===== src/rtl/game_pkg.sv =====
// rtl/game_pkg.sv - shared card-game constants, types and FSM state encodings
package game_pkg;

  localparam int CARD_IDX_W = 4;
  localparam int MAX_CARDS  = 16;
  localparam int COORD_W    = 13;

  // Default board geometry, in pixels
  localparam int DEF_COLS   = 4;
  localparam int DEF_ROWS   = 4;
  localparam int DEF_X0     = 64;
  localparam int DEF_Y0     = 40;
  localparam int DEF_CARD_W = 150;
  localparam int DEF_CARD_H = 150;
  localparam int DEF_GAP    = 20;

  // State encodings shared with the game FSM
  localparam logic [2:0] ST_IDLE    = 3'd0;
  localparam logic [2:0] ST_ARMED   = 3'd1;
  localparam logic [2:0] ST_SCAN    = 3'd2;
  localparam logic [2:0] ST_RESULT  = 3'd3;
  localparam logic [2:0] ST_RELEASE = 3'd4;

  typedef logic [CARD_IDX_W-1:0] card_idx_t;
  typedef logic [MAX_CARDS-1:0]  card_mask_t;
  typedef logic [COORD_W-1:0]    coord_t;

  // Bits 0..n-1 set; used to keep unused card slots permanently zero
  function automatic card_mask_t valid_mask(input int n);
    card_mask_t m;
    m = '0;
    for (int i = 0; i < MAX_CARDS; i++) begin
      if (i < n) m[i] = 1'b1;
    end
    return m;
  endfunction

  // Linear card index row*cols+col
  function automatic card_idx_t card_index(input card_idx_t row, input card_idx_t col,
                                           input int cols);
    return card_idx_t'(int'(row) * cols + int'(col));
  endfunction

endpackage


===== src/rtl/card_hit_scan.sv =====
// rtl/card_hit_scan.sv - serial column/row hit search over the card grid
module card_hit_scan
  import game_pkg::*;
#(
  parameter int COLS   = DEF_COLS,
  parameter int ROWS   = DEF_ROWS,
  parameter int X0     = DEF_X0,
  parameter int Y0     = DEF_Y0,
  parameter int CARD_W = DEF_CARD_W,
  parameter int CARD_H = DEF_CARD_H,
  parameter int GAP    = DEF_GAP
) (
  input  logic        clk,
  input  logic        rst,
  input  logic        start,
  input  logic        run,
  input  logic [11:0] xpos,
  input  logic [11:0] ypos,
  output logic        last,
  output logic        done,
  output logic        col_hit,
  output logic        row_hit,
  output card_idx_t   col,
  output card_idx_t   row
);

  localparam int     SCAN_LEN = (COLS > ROWS) ? COLS : ROWS;
  localparam coord_t PITCH_X  = coord_t'(CARD_W + GAP);
  localparam coord_t PITCH_Y  = coord_t'(CARD_H + GAP);

  coord_t     x_l, y_l, x_off, y_off;
  logic [3:0] k;
  logic       col_in, row_in;

  assign last = (k == 4'(SCAN_LEN - 1));

  // Window test for column/row k; 13-bit compare so the far edge never wraps
  always_comb begin
    col_in = ({1'b0, k} < 5'(COLS)) && (x_l >= x_off) && (x_l < x_off + coord_t'(CARD_W));
    row_in = ({1'b0, k} < 5'(ROWS)) && (y_l >= y_off) && (y_l < y_off + coord_t'(CARD_H));
  end

  // Latch the click position on start, then step one column/row per cycle
  always_ff @(posedge clk) begin
    if (!rst) begin
      x_l     <= '0;
      y_l     <= '0;
      x_off   <= '0;
      y_off   <= '0;
      k       <= '0;
      done    <= 1'b0;
      col_hit <= 1'b0;
      row_hit <= 1'b0;
      col     <= '0;
      row     <= '0;
    end else if (start) begin
      x_l     <= {1'b0, xpos};
      y_l     <= {1'b0, ypos};
      x_off   <= coord_t'(X0);
      y_off   <= coord_t'(Y0);
      k       <= '0;
      done    <= 1'b0;
      col_hit <= 1'b0;
      row_hit <= 1'b0;
      col     <= '0;
      row     <= '0;
    end else if (run) begin
      if (col_in) begin
        col_hit <= 1'b1;
        col     <= k;
      end
      if (row_in) begin
        row_hit <= 1'b1;
        row     <= k;
      end
      x_off <= x_off + PITCH_X;
      y_off <= y_off + PITCH_Y;
      k     <= k + 4'd1;
      done  <= last;
    end
  end

endmodule


===== src/rtl/card_click_responder.sv =====
// rtl/card_click_responder.sv - click-to-card responder with reveal mask and pair tracking
module card_click_responder
  import game_pkg::*;
#(
  parameter int COLS   = DEF_COLS,
  parameter int ROWS   = DEF_ROWS,
  parameter int X0     = DEF_X0,
  parameter int Y0     = DEF_Y0,
  parameter int CARD_W = DEF_CARD_W,
  parameter int CARD_H = DEF_CARD_H,
  parameter int GAP    = DEF_GAP
) (
  input  logic        clk,
  input  logic        rst,
  input  logic        wait_for_click_en,
  input  logic        write_card_en,
  input  logic        hide_pair_en,
  input  logic        keep_pair_en,
  input  logic [11:0] xpos,
  input  logic [11:0] ypos,
  input  logic        mouse_left,
  output logic        card_pressed,
  output logic [3:0]  card_idx,
  output logic [3:0]  first_idx,
  output logic [3:0]  second_idx,
  output logic [1:0]  pair_cnt,
  output logic [15:0] revealed_mask,
  output logic        go_to_compare
);

  localparam card_mask_t VALID = valid_mask(COLS * ROWS);

  logic [2:0] state;
  logic       mouse_prev;
  logic       click;
  logic       scan_start, scan_run, scan_last, scan_done;
  logic       col_hit, row_hit;
  card_idx_t  col, row, hit_idx;
  logic       hit_ok;
  card_mask_t mask_next;

  assign click      = mouse_left & ~mouse_prev;
  assign scan_start = (state == ST_ARMED) && wait_for_click_en && click;
  assign scan_run   = (state == ST_SCAN) && wait_for_click_en;
  assign hit_idx    = card_index(row, col, COLS);
  assign hit_ok     = scan_done && col_hit && row_hit && !revealed_mask[hit_idx];

  card_hit_scan #(
    .COLS(COLS), .ROWS(ROWS), .X0(X0), .Y0(Y0),
    .CARD_W(CARD_W), .CARD_H(CARD_H), .GAP(GAP)
  ) u_scan (
    .clk     (clk),
    .rst     (rst),
    .start   (scan_start),
    .run     (scan_run),
    .xpos    (xpos),
    .ypos    (ypos),
    .last    (scan_last),
    .done    (scan_done),
    .col_hit (col_hit),
    .row_hit (row_hit),
    .col     (col),
    .row     (row)
  );

  // Button history for rising-edge click detection
  always_ff @(posedge clk) begin
    if (!rst) mouse_prev <= 1'b0;
    else      mouse_prev <= mouse_left;
  end

  // Click handshake FSM; card_pressed is a single registered pulse
  always_ff @(posedge clk) begin
    if (!rst) begin
      state        <= ST_IDLE;
      card_pressed <= 1'b0;
      card_idx     <= '0;
    end else begin
      card_pressed <= 1'b0;
      case (state)
        ST_IDLE:    if (wait_for_click_en) state <= ST_ARMED;
        ST_ARMED: begin
          if (!wait_for_click_en) state <= ST_IDLE;
          else if (click)         state <= ST_SCAN;
        end
        ST_SCAN: begin
          if (!wait_for_click_en) state <= ST_IDLE;
          else if (scan_last)     state <= ST_RESULT;
        end
        ST_RESULT: begin
          if (hit_ok) begin
            card_pressed <= 1'b1;
            card_idx     <= hit_idx;
            state        <= ST_RELEASE;
          end else begin
            state <= ST_ARMED;
          end
        end
        ST_RELEASE: if (!mouse_left) state <= ST_IDLE;
        default:    state <= ST_IDLE;
      endcase
    end
  end

  // Next reveal mask: hide beats keep beats write; only pair slots in use are cleared
  always_comb begin
    mask_next = revealed_mask;
    if (hide_pair_en) begin
      if (pair_cnt != 2'd0) mask_next[first_idx]  = 1'b0;
      if (pair_cnt == 2'd2) mask_next[second_idx] = 1'b0;
    end else if (!keep_pair_en && write_card_en && (pair_cnt != 2'd2)) begin
      mask_next[card_idx] = 1'b1;
    end
    mask_next = mask_next & VALID;
  end

  // Pair bookkeeping, mask register and the registered all-revealed flag
  always_ff @(posedge clk) begin
    if (!rst) begin
      first_idx     <= '0;
      second_idx    <= '0;
      pair_cnt      <= '0;
      revealed_mask <= '0;
      go_to_compare <= 1'b0;
    end else begin
      revealed_mask <= mask_next;
      go_to_compare <= (revealed_mask == VALID);
      if (hide_pair_en || keep_pair_en) begin
        pair_cnt <= 2'd0;
      end else if (write_card_en) begin
        if (pair_cnt == 2'd0) begin
          first_idx <= card_idx;
          pair_cnt  <= 2'd1;
        end else if (pair_cnt == 2'd1) begin
          second_idx <= card_idx;
          pair_cnt   <= 2'd2;
        end
      end
    end
  end

endmodule


===== config.mk =====
export PLATFORM = sky130hd
export DESIGN_NAME = card_click_responder
export DESIGN_NICKNAME = d
export VERILOG_FILES = /design/src/rtl/game_pkg.sv /design/src/rtl/card_hit_scan.sv /design/src/rtl/card_click_responder.sv
export SDC_FILE = /design/constraint.sdc
export NUM_CORES = 1
export LEC_CHECK = 0
export BUFFER_PORTS_ARGS = -buffer_cell sky130_fd_sc_hd__buf_2
export CORE_ASPECT_RATIO = 1.5
export CORE_MARGIN = 2
export CORE_UTILIZATION = 38
export DETAILED_ROUTE_END_ITERATION = 12
export GPL_ROUTABILITY_DRIVEN = 1
export PLACE_DENSITY_LB_ADDON = 0.25
export SLEW_MARGIN = 20
export SYNTH_ARGS = -nofsm -noshare
export SYNTH_HDL_FRONTEND = slang
export SYNTH_HIERARCHICAL = 1
export SYNTH_SLANG_ARGS = --single-unit

===== constraint.sdc =====
create_clock -name clk -period 7.12 [get_ports clk]
set_input_delay 0.712 -clock clk [delete_from_list [all_inputs] [get_ports clk]]
set_output_delay 0.712 -clock clk [all_outputs]
set_load 0.01 [all_outputs]

# Word-level counts from Yosys, hierarchy flattened

Index checks and enable logic that the tools add are counted.

$add $sub $neg: 6
Mux-type cells: 28
Bitwise operators: 10
Order comparisons: 12
Reduce and logical (&&, ||, !) cells: 34
Equal/unequal tests: 13

Operator list:

| operator              | count |
|---|---|
| $mux 16               | 5 |
| $add 13x8->13 const B | 4 |
| $and 16x16->16        | 2 |
| $not 16->16           | 2 |
| $ge 12x13->1          | 2 |
| $lt 12x13->1          | 2 |
| $mux 3                | 7 |
| $lt 4x5->1 const B    | 4 |
| $eq 16x16->1 const B  | 1 |
| $or 16x16->16         | 1 |
| $logic_and 1x1->1     | 15 |
| $pmux 3 s5            | 1 |
| $mux 7                | 2 |
| $demux 1 s4           | 3 |
| $ge 4x1->1 const B    | 3 |
| $mux 6                | 2 |
| $reduce_and 2->1      | 5 |
| $reduce_and 4->1      | 2 |
| $reduce_bool 2->1     | 4 |
| $eq 3x2->1 const B    | 2 |
| $ne 2x2->1 const B    | 3 |
| $ne 3x3->1 const B    | 2 |
| $mux 1                | 5 |
| $add 4x1->4 const B   | 1 |
| other kinds (17)      | 23 |

Register bits: 99
Output and inout port bits: 32

# Depth between registers and ports, before layout

Word-level depth: 11
Depth in mapped cells: 14
Gate-level depth less buffers: 14

# By module

The synthesis kept the hierarchy.

Modules (own cells, without submodules):

| module               | sequential area each (um2) | area an instance (um2) | instances | cells each |
|---|---|---|---|---|
| card_hit_scan        | 1261.2                     | 3826.2                 | 1         | 419 |
| card_click_responder | 720.7                      | 1880.6                 | 1         | 214 |

# Least setup slack after synthesis

No wires, ideal clock.

Path kind: register to register
Start point: reg u_scan.x_off[1]
End point: reg u_scan.col[0]
Path buffers: 0
Library setup time: 72 ps
Path slack: 4060 ps
Cell stages (with the launch flop): 12
Required time: 7048 ps
Arrival: 2988 ps
Cells stage by stage: dfxtp_1 -> inv_1 -> ha_1 -> o21a_1 -> or3_1 -> xnor2_1 -> ha_1 -> and3_4 -> a221o_1 -> a311o_1 -> a32oi_2 -> mux2i_1

Word-level cells in the longest chain between the ends: 4

RTL lines:

| what                                                     | RTL line            | RTL |
|---|---|---|
| from (decl)                                              | card_hit_scan.sv:31 | `coord_t x_l, y_l, x_off, y_off;` |
| from (signal assigned)                                   | card_hit_scan.sv:59 | `x_off <= coord_t'(X0);` |
| from (signal assigned)                                   | card_hit_scan.sv:76 | `x_off <= x_off + PITCH_X;` |
| $add 13x8->13 / $ge 12x13->1 (equally long branches)     | card_hit_scan.sv:39 | `col_in = ({1'b0, k} < 5'(COLS)) && (x_l >= x_off) && (x_l < x_off + coord_t'(CARD_W));` |
| $lt 12x13->1 / $logic_and 1x1->1 (equally long branches) | card_hit_scan.sv:39 |  |
| $logic_and 1x1->1 (*)                                    | card_hit_scan.sv:39 |  |
| $reduce_and 2->1 (no source line) (*)                    | --                  |  |
| to (signal assigned)                                     | card_hit_scan.sv:70 | `col <= k;` |
| to (decl)                                                | card_hit_scan.sv:23 | `output card_idx_t col,` |

Mark *: on every way between the ends. The rest lies on a longest branch, timed or not.
A chain may end at the register's enable or synchronous reset.

# Worst setup path in the final report

Ends and elaborated chain as after synthesis.

==> results_dict.tcl <==
set metrics [dict create \
    grt_max_degree 42 \
    fin_ws_ps 3840 \
    wirelength_um 13600 \
    drc_errors 0 \
    pin_count 63 \
    tns_ps 0 \
    slew_violations 0 \
    die_h_um 153 \
    vdd_drop_max_uv 83.6 \
    overflow 0 \
    cts_tree "yes" \
    cts_buffer_depth 2 \
    cts_resized 0 \
    syn_avg_cell_area_um2 8.99 \
    fmax_ghz 0.305 \
    detail-route-antenna-nets 0 \
    drive_above_1_share 0.143 \
    cts_setup_buffers 0 \
    power_density_mw_per_mm2 175 \
    dieWidth_um 104 \
    cp.arrival_ps 3550 \
    dpl.hpwl_um 10300 \
    grt_pass1_vias 4781 \
    cts_root_buf "clkbuf_16" \
    clk_pin_slew_ps 70 \
    layout.nets 763 \
    drt_first_pass_iters 4 \
    coreArea_mm2 0.0145 \
    wl_per_cell_um 15.4 \
    vias 4666 \
    hold_violations 0 \
    drv_cap 0 \
    synth_cells 629 \
    dp_worst_setup_slack_ps 3840 \
    clock_skew_ps 9.48 \
    insertion_delay_ps 330 \
    finalInstanceArea_mm2 0.00646 \
    cp-start-kind "flop" \
    antenna_found_initial 0 \
    max_slew_margin 0.503 \
    dpl-instance-area_mm2 0.00616 \
    syn_to_final_growth_pct 14.3 \
    port_buffers 62 \
    critPathCaptureType "flop" \
    tightestPinTransition_ps 746 \
    drt_iter0_drc 140 \
    rows 54 \
    grt_pass1_wl_um 23000 \
    crit_required_ps 7380 \
    yosys_warnings 6 \
    clock-sinks 97 \
    htree_levels 3 \
    leakage_nw 2.45 \
    fin_crit_sh 0.461 \
    numCtsBuffers 9 \
    syn_area_mm2 0.00565 \
    critPathKind "flop to flop" \
    vias_per_cell 5.30 \
    rsz0062_at_grt "false" \
    fin_crit_ps 3280 \
    hold_path.class "flop to flop" \
    setup_viol 0 \
    dieArea_mm2 0.0159 \
    grt_use_total 0.176 \
    place_congestion 0.917 \
    synth_nets 710 \
    cts_hold_buf 0 \
    outcome "finished, final reports clean" \
    diodes 0 \
    start_util 0.389 \
    crit_fanout 6 \
]
[critical path, stage by stage, from the launching register on]
cell and delay (ps):
dfxtp_1 440, inv_1 100, ha_1 230, o21a_1 200
or3_1 350, xnor2_1 140, ha_1 310, and3_4 190
a221o_1 340, a311o_1 390, a32oi_2 310, mux2i_1 210
[per-layer routing]
layer	up-vias	track usage	part of all wire	wire length, um
met2	103	0.322	0.52	7080
met1	2183	0.201	0.41	5640
met5	-	0	0	0
met4	0	0.0798	0.031	425
met3	31	0.0273	0.034	459
li1	2349	-	-	-
[path summary, 6_finish.rpt]
| path | startpoint | to | slack (ps) | cells after the start |
|---|---|---|---|---|
| setup / recovery | u_scan/x_off[1]$_SDFFE_PP0P_ | u_scan/col[0]$_SDFFE_PP0P_ | 3840 | 11 |
| hold / removal | u_scan/row_hit$_SDFFE_PP0P_ | u_scan/row_hit$_SDFFE_PP0P_ | 480 | 2 |
| setup reg to reg | u_scan/x_off[1]$_SDFFE_PP0P_ | u_scan/col[0]$_SDFFE_PP0P_ | 3840 | 11 |
| hold reg to reg | u_scan/row_hit$_SDFFE_PP0P_ | u_scan/row_hit$_SDFFE_PP0P_ | 480 | 2 |
[registers in the layout, summed over array words and instances, names as in the netlist]
| signal | cells |
|---|---|
| u_scan/y_l | 12 |
| u_scan/done | 1 |
| u_scan/row_hit | 1 |
| pair_cnt | 2 |
| u_scan/y_off | 12 |
| u_scan/x_off | 12 |
| u_scan/col | 4 |
| go_to_compare | 1 |
| u_scan/x_l | 12 |
| card_idx | 4 |
| revealed_mask | 16 |
| first_idx | 4 |
| second_idx | 4 |
| card_pressed | 1 |
| u_scan/row | 2 |
| u_scan/k | 4 |
| state | 3 |
| mouse_prev | 1 |
| u_scan/col_hit | 1 |
[layout make-up]
cell class	instances	area (um2)
fill	1440	8060
multi-input combinational	479	3530
sequential	97	1940
timing repair buffer	65	333
tap	196	245
clock buffer	11	233
inverter	30	113
clock inverter	3	67.6
[metrics by stage]
| step | hold slack, ps | power (mW) | utilization | instances |
|---|---|---|---|---|
| floorplan | 426 | 0.618 | - | 629 |
| CTS | 488 | 1.15 | 0.445 | 881 |
| detailed placement | 475 | 0.643 | 0.424 | 867 |
| global route | 499 | 1.18 | 0.445 | 881 |
| finish | 485 | 1.13 | 0.445 | 881 |
| global placement | 456 | 0.641 | 0.424 | 867 |
[cell usage in the layout, fill, tap and decap left out, types with 25 or more instances in the layout]
master and n:
mux2i_1 47, dfxtp_1 97, nand2_1 49, nor2_1 46, a21oi_1 37, buf_2 62, nor2b_1 38, inv_1 25
xnor2_1 40, ha_1 50
[power by group]
group | leakage, nW | switching [mW] | internal [mW]
logic | 1.53 | 0.0412 | 0.0334
clock network | 0.142 | 0.199 | 0.304
registers | 0.783 | 0.00727 | 0.549
total | 2.45 | 0.248 | 0.887
(Power assumes the default switching activity.)
